**config.mk**
```make
export PLATFORM = sky130hd
export DESIGN_NAME = sat_counter
export DESIGN_NICKNAME = d
export VERILOG_FILES = /design/src/rtl/sat_counter.sv
export SDC_FILE = /design/constraint.sdc
export NUM_CORES = 1
export LEC_CHECK = 0
export CAP_MARGIN = 15
export CORE_AREA = 2 2 39 41
export CTS_CLUSTER_SIZE = 14
export DETAILED_ROUTE_END_ITERATION = 8
export DIE_AREA = 0 0 41 43
export SYNTH_ARGS = -nofsm -noshare
export SYNTH_HDL_FRONTEND = slang
export SYNTH_SLANG_ARGS = --single-unit
```
**constraint.sdc**
```tcl
create_clock -name clk -period 1.7 [get_ports clk]
set_input_delay 0.17 -clock clk [delete_from_list [all_inputs] [get_ports clk]]
set_output_delay 0.17 -clock clk [all_outputs]
set_load 0.005 [all_outputs]
```
**src/rtl/sat_counter.sv**
```systemverilog
// sat_counter
// Up-counter that sticks at its all-ones value instead of wrapping.
//   clk   : rising-edge clock
//   rst_n : asynchronous active-low reset, count -> 0
//   clr   : synchronous clear, wins over inc
//   inc   : advance by one unless already saturated
//   count : current value
module sat_counter #(
  parameter int W = 8
) (
  input  logic         clk,
  input  logic         rst_n,
  input  logic         clr,
  input  logic         inc,
  output logic [W-1:0] count
);

  logic [W-1:0] r_count;

  // Clear takes priority so a restart always begins from zero, even if an
  // increment request arrives in the same cycle.
  always_ff @(posedge clk or negedge rst_n) begin
    if (!rst_n) begin
      r_count <= '0;
    end else if (clr) begin
      r_count <= '0;
    end else if (inc && (r_count != '1)) begin
      r_count <= r_count + 1'b1;
    end
  end

  assign count = r_count;

endmodule

```
==> load_flow_metrics.sql, run 1 <==
INSERT INTO impl_metrics (metric_group, metric, value, unit) VALUES
('worst_setup_path', 'endpoint', 'count[0]', ''),
('pwr', 'p_clk_share', '37.1', '%'),
('floorplan', 'start_util', '33.5', '%'),
('synthesis', 'cell_taking_the_most_area_after_synthesis', 'dfrtp_1', ''),
('floorplan', 'dieArea', '1760', 'µm²'),
('synthesis', 'synth_enable_flop_cells', '0', ''),
('cells_and_area', 'antenna_cells_inserted', '0', ''),
('route', 'detail_routed_via_count_per_cell', '5.45', ''),
('worst_setup_path', 'critPathCaptureType', 'flop', ''),
('clocking', 'ctsResizeCount', '0', ''),
('sta', 'actual_transition_at_the_worst_max_transition_pin', '383', 'ps'),
('global_route', 'groute.layer.met2.usage', '21.9', '%'),
('worst_setup_path', 'worstPathBufferInverterCount', '0', ''),
('worst_setup_path', 'critPathLaunch', 'count[1]', ''),
('clocking', 'post-cts-setup-buffers', '0', ''),
('synthesis', 'postSynthNetCount', '54', ''),
('worst_setup_path', 'crit_path_top_delay_cell', 'dfrtp_1', ''),
('pwr', 'power.density', '629', 'nW/µm²'),
('min_path', 'hold_path.class', 'in -> async', ''),
('synthesis', 'ys_top_cells_by_count', 'dfrtp_1, nor3_1, a21oi_1, nand2b_1, nor2b_1', ''),
('worst_setup_path', 'setup.worst_path.class', 'reg -> reg', ''),
('clocking', 'holdBufCountCts', '0', ''),
('global_route', 'grt.overflow.total', '0', ''),
('worst_setup_path', 'rr_startpoint', 'count[1]', ''),
('sta', 'timing.fmax', '622', 'MHz'),
('route', 'route.detailed.wl_per_inst', '13.8', 'µm'),
('job', 'cap_violations', '0', ''),
('pwr', 'worst_ir_drop_vdd', '466', 'µV'),
('sta', 'final_max_slew_viol_count', '0', ''),
('floorplan', 'floorplan.die.height', '43', 'µm'),
('global_route', 'number_of_antenna_violations_at_the_first_check_in_global_routing', '0', ''),
('worst_setup_path', 'arrival_time_at_the_worst_endpoint', '1750', 'ps'),
('clocking', 'cts-root-buf', 'clkbuf_4', ''),
('floorplan', 'fp.dieW', '41', 'µm'),
('worst_setup_path', 'timing.critical_path.cells', 'ha_1 -> and4_2 -> a21boi_1 -> mux2_2', ''),
('sta', 'setup_violations', '0', ''),
('pwr', 'p_seq_share', '50.3', '%'),
('global_route', 'grt_pass1_vias', '395', ''),
('route', 'route.antenna.remaining_nets', '0', ''),
('synthesis', 'ys_async_sr_fraction', '100', '%'),
('sta', 'finalHoldViolCount', '0', ''),
('placed_design', 'globalplace.congestion', '0.787', ''),
('pwr', 'internal-power', '304', 'µW'),
('cells_and_area', 'fillerInstances', '145', ''),
('cells_and_area', 'sequential_cell_area', '200', 'µm²'),
('global_route', 'grt.met3_usage', '3.14', '%'),
('pwr', 'static-leakage-power', '0.254', 'nW'),
('floorplan', 'number_of_top_level_design_ports', '12', ''),
('sta', 'maxSlewHeadroom', '74.4', '%'),
('synthesis', 'yosys_warnings', '0', ''),
('floorplan', 'design.core.area', '1380', 'µm²'),
('cells_and_area', 'multiInputGateArea', '248', 'µm²'),
('placed_design', 'numPlacedInstances', '77', ''),
('worst_setup_path', 'timing.critical_path.slowest_cell_delay', '420', 'ps'),
('route', 'drt_pass1_iterations', '4', ''),
('global_route', 'grt_first_pass_wirelength', '1770', 'µm'),
('synthesis', 'dominantRegCellSynth', 'dfrtp_1', ''),
('cells_and_area', 'drive_above_1_share', '15.6', '%'),
('sta', 'period_share', '94.6', '%'),
('synthesis', 'synth.top_cells.by_area', 'dfrtp_1, mux2_2, nor3_1, nand2b_1, nor2b_1', ''),
('synthesis', 'post_synth_num_cell_types', '28', ''),
('clocking', 'numCtsBuffers', '3', ''),
('pwr', 'net-switching-power', '93.4', 'µW'),
('synthesis', 'synthCells', '49', ''),
('run_status', 'result_of_the_run', 'completed', ''),
('worst_setup_path', 'start_kind', 'flop', ''),
('floorplan', 'std_cell_rows', '14', ''),
('worst_setup_path', 'critPathTopFamily', 'flip-flops', ''),
('worst_setup_path', 'cp.required', '1840', 'ps'),
('clocking', 'cts.htree.levels', '1', ''),
('worst_setup_path', 'worst_case_reg_to_reg_path_depth', '4', '');
-- layout make-up --
cell class	count	area share (%)
clock buffer	3	3.57
multi-input combinational	37	39.3
tap	16	3.17
inverter	2	1.19
timing repair buffer	14	21.0
sequential	8	31.7
-- cells by family (layout without fill, tap and decap cells) --
logic type,after synthesis,after routing,synth area share [%]
buf+inv,4,19,3.50
flops,8,8,43.1
fa+ha+maj,1,1,2.69
mux,3,3,7.01
simple gates,24,24,31.0
compound gates,9,9,12.7
-- layout by cell type, fill, tap and decap left out, types with 2 or more instances in the layout --
| master | instances |
|---|---|
| clkdlybuf4s50_1 | 11 |
| dfrtp_1 | 8 |
| nor3_1 | 4 |
| a21oi_1 | 3 |
| nand2b_1 | 3 |
| nor2b_1 | 3 |
| clkbuf_4 | 3 |
| buf_4 | 3 |
| nand3_1 | 2 |
| nor2_1 | 2 |
| mux2_2 | 2 |
| inv_1 | 2 |
| nand2_1 | 2 |
-- routing by layer --
metal,routed length [µm],vias up,part of all wire (%)
met5,0,-,0
met4,34,0,3.1
met3,50,4,4.5
met2,511,10,46
met1,509,207,46
li1,-,215,-
-- power by group through the flow --
stage | Sequential [mW] | Clock (mW) | Combinational [mW]
6_report | 0.200 | 0.147 | 0.0497
5_1_grt | 0.200 | 0.161 | 0.0562
4_1_cts | 0.200 | 0.154 | 0.0508
3_5_place_dp | 0.203 | 0 | 0.0504
3_3_place_gp | 0.203 | 0 | 0.0511
2_1_floorplan | 0.205 | 0 | 0.0194
-- worst min-delay path by stage --
stage / end / slack, ps / depth (start not counted)
after floorplan: count[0] / -130 / 0
after global placement: count[6] / 500 / 1
after detailed placement: count[6] / 490 / 1
after CTS: count[7] / 220 / 1
after global routing: count[0] / 230 / 1
final: count[6] / 200 / 1
-- stage by stage --
| step | instance area, µm² | hold WS (ps) | total power, mW | setup slack, ps | utilization, % |
|---|---|---|---|---|---|
| 6_report | 631 | 200 | 0.397 | 91.5 | 45.6 |
| 5_1_grt | 631 | 233 | 0.417 | 10.2 | 45.6 |
| 4_1_cts | 631 | 221 | 0.404 | 105 | 45.6 |
| 3_5_place_dp | 608 | 494 | 0.254 | 107 | 43.9 |
| 3_3_place_gp | 608 | 496 | 0.254 | 164 | 43.9 |
| 2_1_floorplan | 464 | -126 | 0.224 | 95.6 | - |
Note: power is estimated with default switching activity, not from simulation.
==> run 2: changes to the inputs <==
clock period = 1.9 ns   (was 1.7 ns; I/O delays follow)
==> run 2 against run 1 <==
Against the previous run: count of clock-buffer cells in the layout stayed put; critical path depth unchanged; design area down 2.4%; die area unchanged; non-clock buffer count fell by 2; worst setup slack improved by 120 ps; first-iteration DRC count rose by 100%; power down 11%; critical endpoint unchanged; largest cell class unchanged; largest power group unchanged.
==> load_flow_metrics.sql, run 2 (synthesized netlist as in run 1, its figures left out) <==
INSERT INTO impl_metrics (metric_group, metric, value, unit) VALUES
('route', 'detail_routed_via_count_per_cell', '5.54', ''),
('cells_and_area', 'num-nets-final', '69', ''),
('floorplan', 'std_cell_rows', '14', ''),
('route', 'routed-wl-met3', '59', 'µm'),
('worst_setup_path', 'timing.critical_path.cells', 'ha_1 -> and4_2 -> a21boi_1 -> mux2_2', ''),
('worst_setup_path', 'cp_max_fo', '7', ''),
('route', 'dr_total_vias', '432', ''),
('clocking', 'holdBufCountCts', '0', ''),
('global_route', 'grt_max_degree', '12', ''),
('clocking', 'post-cts-setup-buffers', '0', ''),
('placed_design', 'numPortBuffers', '11', ''),
('worst_setup_path', 'start_kind', 'flop', ''),
('worst_setup_path', 'critPathCaptureType', 'flop', ''),
('worst_setup_path', 'rr_startpoint', 'count[0]', ''),
('clocking', 'cts-root-buf', 'clkbuf_4', ''),
('worst_setup_path', 'critPathLaunch', 'count[0]', ''),
('pwr', 'static-leakage-power', '0.243', 'nW'),
('sta', 'maxSlewHeadroom', '72.1', '%'),
('cells_and_area', 'layout.core_utilization', '44.5', '%'),
('route', 'route.antenna.remaining_nets', '0', ''),
('sta', 'finalSetupTns', '0', 'ps'),
('sta', 'setup_violations', '0', ''),
('clocking', 'cts.htree.levels', '1', ''),
('placed_design', 'dp_hpwl', '728', 'µm'),
('clocking', 'maximum_buffer_depth_of_the_clock_tree', '2', ''),
('sta', 'finalHoldViolCount', '0', ''),
('worst_setup_path', 'setup.worst_path.class', 'reg -> reg', ''),
('floorplan', 'design.core.area', '1380', 'µm²'),
('global_route', 'grt_first_pass_wirelength', '1680', 'µm'),
('cells_and_area', 'antenna_cells_inserted', '0', ''),
('min_path', 'hold_path.class', 'in -> async', ''),
('floorplan', 'number_of_top_level_design_ports', '12', ''),
('job', 'cap_violations', '0', ''),
('sta', 'setup_slack', '212', 'ps'),
('route', 'route.detailed.wl_per_inst', '13.0', 'µm'),
('sta', 'actual_transition_at_the_worst_max_transition_pin', '408', 'ps'),
('sta', 'skew', '6.57', 'ps'),
('run_status', 'result_of_the_run', 'completed', ''),
('floorplan', 'start_util', '33.5', '%'),
('global_route', 'grt_use_total', '14.1', '%'),
('clocking', 'numClockSinks', '8', ''),
('worst_setup_path', 'timing.critical_path.slowest_cell_delay', '430', 'ps'),
('pwr', 'power.density', '572', 'nW/µm²'),
('global_route', 'grt.overflow.total', '0', ''),
('floorplan', 'dieArea', '1760', 'µm²'),
('sta', 'hold_slack', '217', 'ps'),
('route', 'm1WireLength', '489', 'µm'),
('placed_design', 'place_area', '593', 'µm²'),
('floorplan', 'fp.dieW', '41', 'µm'),
('cells_and_area', 'largest_register_ffs', '8', ''),
('sta', 'period_share', '88.9', '%'),
('placed_design', 'numPlacedInstances', '75', ''),
('route', 'highest_layer', 'met3', ''),
('clocking', 'cts_tree', 'yes', ''),
('worst_setup_path', 'crit_path_top_delay_cell', 'dfrtp_1', ''),
('cells_and_area', 'most-common-layout-cells', 'clkdlybuf4s50_1, dfrtp_1, nor3_1', ''),
('cells_and_area', 'instances_no_fill', '78', ''),
('route', 'detail_route.wirelength', '1010', 'µm'),
('clocking', 'ctsResizeCount', '0', ''),
('cells_and_area', 'postLayoutCellArea', '616', 'µm²'),
('worst_setup_path', 'arrival_time_at_the_worst_endpoint', '1830', 'ps'),
('cells_and_area', 'drive_above_1_share', '12.9', '%'),
('pwr', 'power_total', '352', 'µW'),
('clocking', 'numCtsBuffers', '3', ''),
('sta', 'time_the_final_worst_path_needs_with_i_o_delays_and_setup', '1690', 'ps'),
('clocking', 'clkTransAtPathRegs', '60', 'ps'),
('clocking', 'clk_latency', '260', 'ps'),
('worst_setup_path', 'cp.required', '2050', 'ps'),
('sta', 'final_max_slew_viol_count', '0', ''),
('sta', 'timing.fmax', '592', 'MHz'),
('sta', 'grt_setup_unrepaired', 'false', ''),
('pwr', 'worst_ir_drop_vdd', '295', 'µV'),
('route', 'detail_route.drc_violations', '0', ''),
('route', 'met2_length', '463', 'µm'),
('global_route', 'grt_pass1_vias', '389', ''),
('route', 'drt_iter0_markers', '10', ''),
('placed_design', 'pre_cts_slack', '224', 'ps'),
('floorplan', 'floorplan.die.height', '43', 'µm'),
('route', 'drt_pass1_iterations', '3', ''),
('cells_and_area', 'layout.cells.most_common', 'clkdlybuf4s50_1', ''),
('placed_design', 'globalplace.congestion', '0.843', ''),
('global_route', 'number_of_antenna_violations_at_the_first_check_in_global_routing', '0', ''),
('cells_and_area', 'fillerInstances', '142', ''),
('cells_and_area', 'area.growth.synth_to_final', '32.6', '%');
-- run 2: critical path, delay by kind of cell, from the launching register on --
family,cells,cell delay (ps)
and+or+nand+nor,1,290
muxes,1,360
AOI/OAI and AO/OA,1,210
adders and majority gates,1,290
DFF,1,430
-- run 2: layout make-up --
cell class / count / area (µm²) / area share, %
clock buffers: 3 / 22.5 / 3.66
inverters: 2 / 7.51 / 1.22
multi-input cells: 37 / 248 / 40.2
flip-flops and latches: 8 / 200 / 32.5
well taps: 16 / 20.0 / 3.25
repair buffers: 12 / 118 / 19.1
-- run 2: worst paths after layout --
path / slack [ps] / depth (start not counted) / endpoint
setup / recovery: 210 / 4 / count[0]
hold / removal: 220 / 1 / count[5]
setup reg to reg: 210 / 4 / count[0]
hold reg to reg: 590 / 2 / count[7]
max in group asynchronous: 1400 / 1 / count[1]
min in group clk: 590 / 2 / count[7]
-- run 2: report_power, final --
group / total, mW / internal, mW / leakage [nW] / switching [mW]
logic: 0.0392 / 0.0217 / 0.119 / 0.0175
registers: 0.180 / 0.175 / 0.110 / 0.00580
clock network: 0.133 / 0.0725 / 0.0138 / 0.0602
-- run 2: routing by layer --
| layer | vias to the layer above | track usage, % |
|---|---|---|
| met5 | - | 0 |
| met1 | 210 | 18.6 |
| li1 | 212 | - |
| met3 | 0 | 5.24 |
| met2 | 10 | 20.0 |
| met4 | 0 | 6.00 |
